--- config.mk ---
export PLATFORM = sky130hd
export DESIGN_NAME = hazard_ctrl
export DESIGN_NICKNAME = d
export VERILOG_FILES = /design/src/rtl/hazard_ctrl.sv
export SDC_FILE = /design/constraint.sdc
export NUM_CORES = 1
export LEC_CHECK = 0
export BUFFER_PORTS_ARGS = -buffer_cell sky130_fd_sc_hd__buf_2
export CORE_UTILIZATION = 44
export DETAILED_ROUTE_END_ITERATION = 7
export GPL_TIMING_DRIVEN = 0
export PLACE_DENSITY = 0.78
export SYNTH_ARGS = -nofsm -noshare
export SYNTH_HDL_FRONTEND = slang
export SYNTH_SLANG_ARGS = --single-unit
--- constraint.sdc ---
create_clock -name clk -period 2.15 [get_ports clk]
set_input_delay 0.1075 -clock clk [delete_from_list [all_inputs] [get_ports clk]]
set_output_delay 0.1075 -clock clk [all_outputs]
set_load 0.1 [all_outputs]
--- src/rtl/hazard_ctrl.sv ---
`default_nettype none
// ============================================================================
//  Module   : hazard_ctrl
//  Purpose  : Central pipeline sequencer for the 5-stage core. Each cycle it
//             combines the EX redirect, the ID load-use hazard and data-memory
//             wait states into one consistent set of stall, flush and redirect
//             controls. Memory waits are tracked by a timeout FSM. Saturating
//             counters record stall cycles and redirect cycles.
//  Ports    : clk, reset (async, active-high)
//             id_rs1/id_rs2/id_uses_rs1/id_uses_rs2 : ID source operands
//             ex_rd/ex_mem_read/ex_redirect/ex_target : EX-stage status
//             mem_req/dmem_ready                      : MEM-stage handshake
//             pc_stall, if_id_stall/flush, id_ex_stall/flush, ex_mem_stall,
//             pc_redirect/pc_target                   : pipeline controls
//             mem_timeout                             : sticky wait error
//             stall_cycles, redirect_cnt              : perf counters
//  Revision : 1.0  initial release
// ============================================================================
module hazard_ctrl #(
  parameter int XLEN         = 32,
  parameter int WAIT_TIMEOUT = 16,
  parameter int CNT_W        = 32
) (
  input  logic             clk,
  input  logic             reset,
  input  logic [4:0]       id_rs1,
  input  logic [4:0]       id_rs2,
  input  logic             id_uses_rs1,
  input  logic             id_uses_rs2,
  input  logic [4:0]       ex_rd,
  input  logic             ex_mem_read,
  input  logic             ex_redirect,
  input  logic [XLEN-1:0]  ex_target,
  input  logic             mem_req,
  input  logic             dmem_ready,
  output logic             pc_stall,
  output logic             if_id_stall,
  output logic             if_id_flush,
  output logic             id_ex_stall,
  output logic             id_ex_flush,
  output logic             ex_mem_stall,
  output logic             pc_redirect,
  output logic [XLEN-1:0]  pc_target,
  output logic             mem_timeout,
  output logic [CNT_W-1:0] stall_cycles,
  output logic [CNT_W-1:0] redirect_cnt
);

  localparam int WCNT_W = $clog2(WAIT_TIMEOUT + 1);

  localparam logic [1:0] ST_RUN      = 2'd0;
  localparam logic [1:0] ST_MEM_WAIT = 2'd1;
  localparam logic [1:0] ST_TIMEOUT  = 2'd2;

  localparam logic [WCNT_W-1:0] WAIT_LAST = WCNT_W'(WAIT_TIMEOUT - 1);
  localparam logic [CNT_W-1:0]  CNT_MAX   = '1;

  logic [1:0]        state_q, state_d;
  logic [WCNT_W-1:0] wait_cnt_q, wait_cnt_d;
  logic [CNT_W-1:0]  stall_cycles_q, stall_cycles_d;
  logic [CNT_W-1:0]  redirect_cnt_q, redirect_cnt_d;

  logic load_use;
  logic mem_wait;
  logic freeze;
  logic run_eval;

  // A load to x0 never produces a value, so it cannot create a hazard.
  assign load_use = ex_mem_read && (ex_rd != 5'd0) &&
                    ((id_uses_rs1 && (id_rs1 == ex_rd)) ||
                     (id_uses_rs2 && (id_rs2 == ex_rd)));

  assign mem_wait = mem_req && !dmem_ready;

  // --------------------------------------------------------------------------
  // State register
  // --------------------------------------------------------------------------
  always_ff @(posedge clk or posedge reset) begin
    if (reset) begin
      state_q        <= ST_RUN;
      wait_cnt_q     <= '0;
      stall_cycles_q <= '0;
      redirect_cnt_q <= '0;
    end else begin
      state_q        <= state_d;
      wait_cnt_q     <= wait_cnt_d;
      stall_cycles_q <= stall_cycles_d;
      redirect_cnt_q <= redirect_cnt_d;
    end
  end

  // --------------------------------------------------------------------------
  // Next-state logic
  // --------------------------------------------------------------------------
  always_comb begin
    state_d    = state_q;
    wait_cnt_d = wait_cnt_q;
    case (state_q)
      ST_RUN: begin
        // The cycle that first sees the wait already counts as one.
        if (mem_wait) begin
          state_d    = ST_MEM_WAIT;
          wait_cnt_d = WCNT_W'(1);
        end
      end
      ST_MEM_WAIT: begin
        // Once a wait has begun only dmem_ready ends it, even if mem_req drops.
        if (dmem_ready) begin
          state_d    = ST_RUN;
          wait_cnt_d = '0;
        end else if (wait_cnt_q == WAIT_LAST) begin
          state_d = ST_TIMEOUT;
        end else begin
          wait_cnt_d = wait_cnt_q + WCNT_W'(1);
        end
      end
      ST_TIMEOUT: begin
        state_d = ST_TIMEOUT;
      end
      default: begin
        state_d    = ST_RUN;
        wait_cnt_d = '0;
      end
    endcase

    stall_cycles_d = stall_cycles_q;
    if (pc_stall && (stall_cycles_q != CNT_MAX)) begin
      stall_cycles_d = stall_cycles_q + CNT_W'(1);
    end
    redirect_cnt_d = redirect_cnt_q;
    if (pc_redirect && (redirect_cnt_q != CNT_MAX)) begin
      redirect_cnt_d = redirect_cnt_q + CNT_W'(1);
    end
  end

  // --------------------------------------------------------------------------
  // Output logic (Mealy: acts on the same edge as the inputs that cause it)
  // --------------------------------------------------------------------------
  always_comb begin
    freeze       = 1'b0;
    run_eval     = 1'b0;
    pc_stall     = 1'b0;
    if_id_stall  = 1'b0;
    if_id_flush  = 1'b0;
    id_ex_stall  = 1'b0;
    id_ex_flush  = 1'b0;
    ex_mem_stall = 1'b0;
    pc_redirect  = 1'b0;
    pc_target    = '0;

    // State is already RUN while reset is high, but RUN still decodes inputs,
    // so the controls are masked explicitly.
    if (!reset) begin
      case (state_q)
        ST_RUN:      begin freeze = mem_wait;    run_eval = !mem_wait;  end
        ST_MEM_WAIT: begin freeze = !dmem_ready; run_eval = dmem_ready; end
        ST_TIMEOUT:  begin freeze = 1'b1;                               end
        default:     begin freeze = 1'b0;                               end
      endcase
    end

    if (freeze) begin
      // EX is held too, so a pending redirect is re-presented after release.
      pc_stall     = 1'b1;
      if_id_stall  = 1'b1;
      id_ex_stall  = 1'b1;
      ex_mem_stall = 1'b1;
    end else if (run_eval) begin
      if (ex_redirect) begin
        // The ID instruction is squashed, so its load-use hazard is moot.
        pc_redirect = 1'b1;
        pc_target   = ex_target;
        if_id_flush = 1'b1;
        id_ex_flush = 1'b1;
      end else if (load_use) begin
        // One bubble suffices: the bubble in EX has ex_mem_read=0 next cycle.
        pc_stall    = 1'b1;
        if_id_stall = 1'b1;
        id_ex_flush = 1'b1;
      end
    end
  end

  assign mem_timeout  = (state_q == ST_TIMEOUT);
  assign stall_cycles = stall_cycles_q;
  assign redirect_cnt = redirect_cnt_q;

endmodule
`default_nettype wire

==> results.sh <==
export IMPL_slowest_stage="or4_4"
export IMPL_yosysSeqAreaShare=0.464
export IMPL_async_flop_share=1.00
export IMPL_drv_slew=0
export IMPL_ys_seq_elements=71
export IMPL_top_level_ports=159
export IMPL_ant_nets=0
export IMPL_power_per_cell_area_mw_per_mm2=809
export IMPL_fp_coreArea_mm2=0.00830
export IMPL_layout_min_cycle_time_ps=2110
export IMPL_cp_arrival_ps=2340
export IMPL_gr_total_overflow=0
export IMPL_cp_endpoint="redirect_cnt[3]"
export IMPL_final_common_cell="buf_2"
export IMPL_clockBufferDepth=2
export IMPL_cts_sinks=71
export IMPL_r2r_end="redirect_cnt[3]"
export IMPL_critical_path_max_stage_delay_ps=600
export IMPL_p_leak_nw=2.75
export IMPL_ys_warn_count=0
export IMPL_syn_to_final_growth_pct=56.3
export IMPL_grt_max_degree=72
export IMPL_end_kind="flip-flop"
export IMPL_ys_flop_type="dfrtp_1"
export IMPL_synth_area_mm2=0.00383
export IMPL_drive_gt1_frac=0.585
export IMPL_slew_headroom=0.427
export IMPL_setup_viol=0
export IMPL_die_y_um=95.3
export IMPL_multi_input_area_mm2=0.00231
export IMPL_initial_core_util=0.461
export IMPL_outcome="complete, but fails checks"
export IMPL_root_buffer="clkbuf_8"
export IMPL_cts_htree_levels=3
export IMPL_path_buf_inv=0
export IMPL_synth_top_area_frac=0.464
export IMPL_drt_iter0_drc=154
export IMPL_hold_class="in2async"
export IMPL_max_freq_mhz=474
export IMPL_layout_cells_non_filler=703
export IMPL_drt_wl_total_um=10900
export IMPL_cts_tree="done"
export IMPL_track_usage=0.232
export IMPL_routabilityCongestion=0.820
export IMPL_dp_cells=648
export IMPL_regArea_mm2=0.00185
export IMPL_path_depth=6
export IMPL_routed_via_count=3700
export IMPL_startpoint="redirect_cnt[4]"
export IMPL_r2r_start="redirect_cnt[4]"
export IMPL_layout_common_cells="125 x buf_2, 60 x dfrtp_2, 48 x buf_4"
export IMPL_drtPass1Iterations=4
export IMPL_finClkSkew_ps=8.93
export IMPL_path_cells="and4_4, nand4_1, or4_4, and2_4, and4_4, xor2_1"
export IMPL_fin_hold_ws_ps=-13.5
export IMPL_drcViolationCount=0
export IMPL_synth_top_area_cell="dfrtp_1"
export IMPL_fillerInstances=610
export IMPL_placedInstanceArea_mm2=0.00518
export IMPL_reg2regPathDepth=6
export IMPL_rsz0062_at_grt="true"
export IMPL_cts_buffers=9
export IMPL_dieArea_mm2=0.00908
export IMPL_finalNetCount=652
export IMPL_failed_checks="negative hold slack"
export IMPL_grt_first_pass_wirelength_um=16300
export IMPL_synth_edf_count=0
export IMPL_syn_inst=385
export IMPL_avgSynthCellArea_um2=9.94
export IMPL_wire_per_inst_um=15.5
export IMPL_hold_violations=21
export IMPL_period_share=0.980
export IMPL_crit_required_ps=2390
export IMPL_dp_hpwl_um=7240
export IMPL_stdcell_area_mm2=0.00598
export IMPL_max_cap_viol_count=0
export IMPL_viasPerCell=5.26
export IMPL_synthTopCellsByArea="dfrtp_1 46%, xor2_1 8.9%, xnor2_1 7.8%, and2_1 5.9%, nand2_1 3.1%"
export IMPL_cts_clk_slew_worst_paths_ps=80
export IMPL_antenna_found_initial=0
export IMPL_path_class="reg2reg"
export IMPL_grt_pass1_vias=3478
export IMPL_ys_types=44
export IMPL_rrSetupSlack_ps=40
export IMPL_placementRows=33
export IMPL_syn_num_nets=444
export IMPL_worst_path_max_fanout=8
export IMPL_critPathTopFamily="simple AND/OR/NAND/NOR gates"
export IMPL_diodes=0
export IMPL_numPortBuffers=158
export IMPL_chipWidth_um=95.3
export IMPL_crit_top_cell="and4_4"
export IMPL_tightest_slew_ps=860
export IMPL_insertion_delay_ps=350
export IMPL_ir_drop_uv=908
export IMPL_start_kind="flip-flop"
worst register-to-register path, delay by kind of cell (launching register included):
| family | cells | cell delay [ps] |
|---|---|---|
| xor gates and xnor gates | 1 | 130 |
| and+or+nand+nor | 5 | 1470 |
| DFF | 1 | 390 |
power by group:
group,switching [mW],internal (mW)
Combinational,1.60,0.450
Clock,0.529,0.561
Sequential,0.191,1.51
Total,2.32,2.52
state kept, by name, indices dropped and copies added, names as in the netlist:
signal        count
redirect_cnt     32
stall_cycles     32
state_q           2
wait_cnt_q        5
cell type report:
cell class	instances	share of cell area
Clock inverter	6	0.0100
Inverter	8	0.00648
Clock buffer	10	0.0230
Timing Repair Buffer	200	0.218
Multi-Input combinational cell	290	0.386
Sequential cell	71	0.310
Tap cell	105	0.0220
Buffer	13	0.0251
metrics by stage:
step	worst slack [ps]	util	total power, mW	TNS (ps)
final	42.4	0.721	4.84	0
after global routing	-20.6	0.721	5.01	-51.7
after CTS	5.32	0.691	4.78	0
after detailed placement	-271	0.625	3.64	-4490
after global placement	-940	0.624	3.61	-66970
after floorplan	-421	-	3.28	-8170
cell families after synthesis:
group | Yosys count | synth area share
AOI/OAI and AO/OA | 19 | 0.0317
buffers and inverters | 24 | 0.0294
muxes | 3 | 0.00948
and+or+nand+nor | 191 | 0.285
DFF | 71 | 0.464
xor gates and xnor gates | 73 | 0.167
adders and majority gates | 4 | 0.0131
Yosys cell counts, drive strengths merged, types with 8 or more instances:
cell    count
and2       36
and3        8
and4        8
clkbuf      9
dfrtp      71
inv         8
nand2      32
nand3      23
nand4      19
nor2       21
nor3       11
nor4       13
xnor2      34
xor2       39
what timing repair did:
action	CTS	global route
buffers inserted	18	25
endpoints found under the setup margin	57	50
resized for setup	74	16
hold buffers	0	0
pin swaps	7	8
gates cloned	0	0
how the worst min path moves through the flow:
stage          startpoint          endpoint  slack, ps  cells past startpoint
2_1_floorplan     mem_req        state_q[0]        280                      2
3_3_place_gp      mem_req        state_q[0]        420                      3
3_5_place_dp        reset        state_q[1]        400                      2
4_1_cts             reset  stall_cycles[16]          9                      2
5_1_grt             reset  redirect_cnt[14]         60                      2
6_report            reset     wait_cnt_q[4]        -10                      2
metal layers:
metal / GRT usage / vias to the layer above / part of all wire
met5: 0 / - / 0
met3: 0.0750 / 13 / 0.058
met2: 0.394 / 111 / 0.52
met1: 0.284 / 1825 / 0.41
li1: - / 1751 / -
met4: 0.0581 / 0 / 0.011
Power figures use the tool's default switching activity.
